$ cat config.mk
export PLATFORM = sky130hd
export DESIGN_NAME = bus_drive_arbiter
export DESIGN_NICKNAME = d
export VERILOG_FILES = /design/src/rtl/bus_drive_arbiter.sv
export SDC_FILE = /design/constraint.sdc
export NUM_CORES = 1
export LEC_CHECK = 0
export ABC_AREA = 1
export CORE_MARGIN = 1
export CORE_UTILIZATION = 50
export CTS_CLUSTER_DIAMETER = 50
export DETAILED_ROUTE_END_ITERATION = 7
export DONT_BUFFER_PORTS = 1
export GPL_TIMING_DRIVEN = 0
export SYNTH_ARGS = -nofsm -noshare
export SYNTH_HDL_FRONTEND = slang
export SYNTH_SLANG_ARGS = --single-unit
$ cat constraint.sdc
create_clock -name clk -period 2.3 [get_ports clk]
set_input_delay 0.345 -clock clk [delete_from_list [all_inputs] [get_ports clk]]
set_output_delay 0.345 -clock clk [all_outputs]
set_load 0.05 [all_outputs]
$ cat src/rtl/bus_drive_arbiter.sv
// Round-robin arbiter for a shared multi-driver bus: one-hot registered grant/oe,
// per-grant hold limit with timeout pulse, and a fixed all-off turnaround gap.
// Optional bus keeper enable is built only when BUS_KEEPER_EN is defined.
module bus_drive_arbiter #(
    parameter int N_REQ      = 4,
    parameter int TURNAROUND = 1,
    parameter int MAX_HOLD   = 16
) (
    input  logic             clk,
    input  logic             rst_n,
    input  logic [N_REQ-1:0] req,
    output logic [N_REQ-1:0] gnt,
    output logic [N_REQ-1:0] oe,
    output logic             busy,
    output logic             timeout,
    output logic             keeper_en
);

    localparam int PW = $clog2(N_REQ);
    localparam int HW = $clog2(MAX_HOLD + 1);
    localparam int TW = $clog2(TURNAROUND + 1);

    typedef enum logic [1:0] {
        IDLE  = 2'd0,
        DRIVE = 2'd1,
        TURN  = 2'd2
    } state_t;

    // First set request at or above ptr, wrapping; smallest offset assigned last wins.
    function automatic logic [PW-1:0] pick_winner(input logic [N_REQ-1:0] r,
                                                  input logic [PW-1:0]    ptr);
        logic [PW-1:0] win;
        logic [PW-1:0] idx;
        int            sum;
        win = ptr;
        for (int k = N_REQ - 1; k >= 0; k--) begin
            sum = int'(ptr) + k;
            sum = (sum >= N_REQ) ? (sum - N_REQ) : sum;
            idx = PW'(sum);
            win = r[idx] ? idx : win;
        end
        return win;
    endfunction

    state_t          state_r, state_s;
    logic [HW-1:0]   hold_cnt_r, hold_cnt_s;
    logic [TW-1:0]   turn_cnt_r, turn_cnt_s;
    logic [PW-1:0]   rr_ptr_r, rr_ptr_s;
    logic [PW-1:0]   win_s;
    logic [N_REQ-1:0] gnt_s;
    logic            timeout_s;

    // Next-state, next-grant and counter logic.
    always_comb begin
        state_s    = state_r;
        gnt_s      = gnt;
        hold_cnt_s = hold_cnt_r;
        turn_cnt_s = turn_cnt_r;
        rr_ptr_s   = rr_ptr_r;
        timeout_s  = 1'b0;
        win_s      = pick_winner(req, rr_ptr_r);
        case (state_r)
            IDLE: begin
                if (|req) begin
                    state_s    = DRIVE;
                    gnt_s      = {{(N_REQ-1){1'b0}}, 1'b1} << win_s;
                    rr_ptr_s   = (win_s == PW'(N_REQ - 1)) ? {PW{1'b0}} : (win_s + PW'(1));
                    hold_cnt_s = HW'(1);
                end else begin
                    gnt_s      = {N_REQ{1'b0}};
                    hold_cnt_s = {HW{1'b0}};
                end
            end
            DRIVE: begin
                if (~|(req & gnt)) begin
                    state_s    = TURN;
                    gnt_s      = {N_REQ{1'b0}};
                    hold_cnt_s = {HW{1'b0}};
                    turn_cnt_s = TW'(1);
                end else if (hold_cnt_r == HW'(MAX_HOLD)) begin
                    state_s    = TURN;
                    gnt_s      = {N_REQ{1'b0}};
                    hold_cnt_s = {HW{1'b0}};
                    turn_cnt_s = TW'(1);
                    timeout_s  = 1'b1;
                end else begin
                    hold_cnt_s = hold_cnt_r + HW'(1);
                end
            end
            TURN: begin
                gnt_s = {N_REQ{1'b0}};
                if (turn_cnt_r == TW'(TURNAROUND)) begin
                    state_s    = IDLE;
                    turn_cnt_s = {TW{1'b0}};
                end else begin
                    turn_cnt_s = turn_cnt_r + TW'(1);
                end
            end
            default: begin
                state_s    = IDLE;
                gnt_s      = {N_REQ{1'b0}};
                hold_cnt_s = {HW{1'b0}};
                turn_cnt_s = {TW{1'b0}};
            end
        endcase
    end

    // State, counters and registered bus-facing outputs; reset drops oe on the same edge.
    always_ff @(posedge clk) begin
        if (!rst_n) begin
            state_r    <= IDLE;
            hold_cnt_r <= {HW{1'b0}};
            turn_cnt_r <= {TW{1'b0}};
            rr_ptr_r   <= {PW{1'b0}};
            gnt        <= {N_REQ{1'b0}};
            oe         <= {N_REQ{1'b0}};
            busy       <= 1'b0;
            timeout    <= 1'b0;
        end else begin
            state_r    <= state_s;
            hold_cnt_r <= hold_cnt_s;
            turn_cnt_r <= turn_cnt_s;
            rr_ptr_r   <= rr_ptr_s;
            gnt        <= gnt_s;
            oe         <= gnt_s;
            busy       <= |gnt_s;
            timeout    <= timeout_s;
        end
    end

`ifdef BUS_KEEPER_EN
    logic keeper_r;

    // Keeper holds the bus whenever no strong driver is enabled, including reset.
    always_ff @(posedge clk) begin
        if (!rst_n) begin
            keeper_r <= 1'b1;
        end else begin
            keeper_r <= ~|gnt_s;
        end
    end

    assign keeper_en = keeper_r;
`else
    assign keeper_en = 1'b0;
`endif

endmodule

==> out/qor.yml <==
run_status:
  status: "completed"
timing:
  fin_crit_ns: 1.88
  rsz0062_at_grt: "false"
  hold_viol_final: 0
  fmax_mhz: 533
  report.final.setup_viol: 0
  period_share_pct: 81.6
  max_slew.worst_pin.slew_ns: 0.584
  final.setup.tns_ns: 0
  finClkSkew_ns: 0.00620
  maxSlewHeadroom_pct: 61.0
  finalMaxSlewViolations: 0
place:
  place_inst: 198
  numPortBuffers: 0
  dpl.hpwl_um: 1780
  place.gp.congestion: 0.841
worst_hold_path:
  hp-class: "in -> reg"
  min_to: "rr_ptr_r[1]$_SDFFE_PN0P_"
  min_from: "rst_n"
  min_path_cells: 2
setup_path:
  reg2reg_depth: 16
  r2r_end: "busy$_SDFF_PN0_"
  crit_fanout: 6
  critPathMaxStageDelay_ns: 0.42
  cp.arrival_ns: 2.04
  crit_required_ns: 2.46
  timing.reg2reg.setup_slack_ns: 0.42
  cp_cell_sequence: "inv_2, nand2_2, nand2_2, nand2_1, nand2_1, inv_2, nand2_2, nand2_1, nand2_1, nand2_2, inv_1, ha_1, nand2_1, nand2_1, nor2_1, a21oi_1"
  cp_common_cell: "nand2_1"
  crit_type: "reg -> reg"
  r2r-start: "rr_ptr_r[1]$_SDFFE_PN0P_"
  crit_slowest_cell: "dfxtp_1"
  end_kind: "flop"
  start_kind: "flop"
clock_network:
  clkLatencyLatePin_ns: 0.29
  cts_hold_buf: 0
  h-tree-depth: 1
  cts_resized: 0
  clk_pin_slew_ns: 0.10
  cts_buffer_depth: 2
  post_cts_buffers: 0
  numCtsBuffers: 3
  clock-root-buffer: "clkbuf_4"
  numClockSinks: 16
  cts_tree: "built"
finish:
  final_core_util_pct: 56.2
  syn_to_final_growth_pct: 6.08
  stdcell_count: 202
  antenna_cells: 0
  nNetsFinal: 190
  drive_gt1_share_pct: 21.8
detailed_routing:
  wl_met1_um: 1060
  route.met3.wl_um: 94
  vias_per_cell: 5.14
  first_pass_iters: 4
  highest_layer: "met4"
  routed_wirelength_um: 2240
  route.met2.wl_um: 1060
  drt-wirelength-per-cell_um: 11.1
  antenna_left: 0
  vias: 1038
  drt_iter0_markers: 11
  drc: 0
logic_synthesis:
  yosysWarnings: 0
  synth_nets: 185
  synth-edff-count: 0
  syn_area_um2: 1170
  ys_seq_area_share_pct: 27.3
  netlist_top_cells_area: "dfxtp_1, nand2_1, ha_1, nand2_2, inv_1"
  synth_area_per_cell_um2: 6.90
  yosysUniqueCellTypes: 28
  yosysTopAreaCell: "dfxtp_1"
  synth.most_common_cell: "nand2_1"
  ys_async_sr_fraction_pct: 0
  synth_top_area_share_pct: 27.3
  synthTopCellsByCount: "nand2_1, inv_1, dfxtp_1"
  ys_ff_latch: 16
  postSynthCellCount: 170
  synth-main-ff-cell: "dfxtp_1"
floorplanning:
  core-area_um2: 2210
  die_y_um: 50.4
  initial_core_util_pct: 53.0
  num_rows: 17
  chipWidth_um: 50.4
  fp.dieArea_um2: 2540
  io_pins: 17
power_and_ir_drop:
  pwr_density_cell_nw_per_um2: 1490
  ir_worst_vdd_mv: 0.733
  power.share.clock_pct: 10.2
  p_comb_share_pct: 61.1
  leakagePower_nw: 0.616
  swShare_pct: 54.9
  p_seq_share_pct: 28.6
  p_switching_w: 0.00102
  power.internal_w: 0.000834
grt:
  grt_pass1_wl_um: 3740
  grt_util_all_layers_pct: 19.6
  grt_pass1_vias: 923
  grt_start_max_net_pins: 11
  grt_overflow: 0
  antenna_found_initial: 0
job:
  cap_violations: 0
[per-layer routing]
metal  up-vias  track usage [%]
met4         0             8.33
met3         2             4.24
met1       477             24.0
li1        535                -
met5         -                0
met2        24             32.9
[flip-flops by register name, summed over array words and instances (netlist names)]
signal      cells
rr_ptr_r        2
busy            1
hold_cnt_r      5
turn_cnt_r      1
timeout         1
state_r         2
oe              4
[cell type report]
type,instances,area (µm²)
clock buffer,4,36.3
multi-input combinational,122,698
inverter,25,101
sequential,16,320
fill,218,968
tap,28,35.0
buffer,7,52.6
[per-stage QoR]
step	instance area, µm²	hold slack [ns]	total power [W]	setup WS [ns]
finish	1240	0.188	0.00185	0.424
global route	1240	0.186	0.00204	0.217
CTS	1240	0.180	0.00186	0.431
detailed placement	1210	0.468	0.00167	0.451
global placement	1210	0.452	0.00165	0.514
floorplan	1170	0.444	0.00149	0.676
[worst max-delay path: cells and delay by family, from the launching register on]
family	cells	cell delay, ns
DFF	1	0.42
buffers and inverters	3	0.23
adders and majority gates	1	0.19
and+or+nand+nor	11	0.82
AOI/OAI and AO/OA	1	0.08
[cell families after synthesis]
kind of cell               Yosys count  synth area share [%]
and+or+nand+nor                     88                  37.2
DFF                                 16                  27.3
buffers and inverters               32                  13.1
adders and majority gates            9                  9.61
xor gates and xnor gates             3                  2.24
AOI/OAI and AO/OA                   21                  10.1
other                                1                 0.320
[worst max-delay path by stage]
stage / from / end / slack [ns]
floorplan: rr_ptr_r[0]$_SDFFE_PN0P_ / busy$_SDFF_PN0_ / 0.68
CTS: rr_ptr_r[1]$_SDFFE_PN0P_ / busy$_SDFF_PN0_ / 0.43
global route: rr_ptr_r[1]$_SDFFE_PN0P_ / busy$_SDFF_PN0_ / 0.22
global placement: rr_ptr_r[0]$_SDFFE_PN0P_ / busy$_SDFF_PN0_ / 0.51
finish: rr_ptr_r[1]$_SDFFE_PN0P_ / busy$_SDFF_PN0_ / 0.42
detailed placement: rr_ptr_r[1]$_SDFFE_PN0P_ / busy$_SDFF_PN0_ / 0.45
[power by group through the flow]
stage          clock [W]  sequential, W  combinational [W]
6_report        0.000189       0.000530            0.00113
3_3_place_gp           0       0.000534            0.00111
5_1_grt         0.000206       0.000541            0.00129
3_5_place_dp           0       0.000538            0.00113
4_1_cts         0.000194       0.000530            0.00114
2_1_floorplan          0       0.000522           0.000968
[cell usage in the layout (no fill, tap or decap), drive strengths merged, types with 3 or more instances in the layout]
cell / Yosys / final
a21oi: 12 / 12
buf: 6 / 6
clkbuf: 1 / 5
dfxtp: 16 / 16
ha: 9 / 9
inv: 25 / 25
nand2: 58 / 58
nand3: 14 / 14
nand4: 3 / 3
nor2: 10 / 10
o21ai: 8 / 8
xor2: 3 / 3
(Power assumes the default switching activity.)
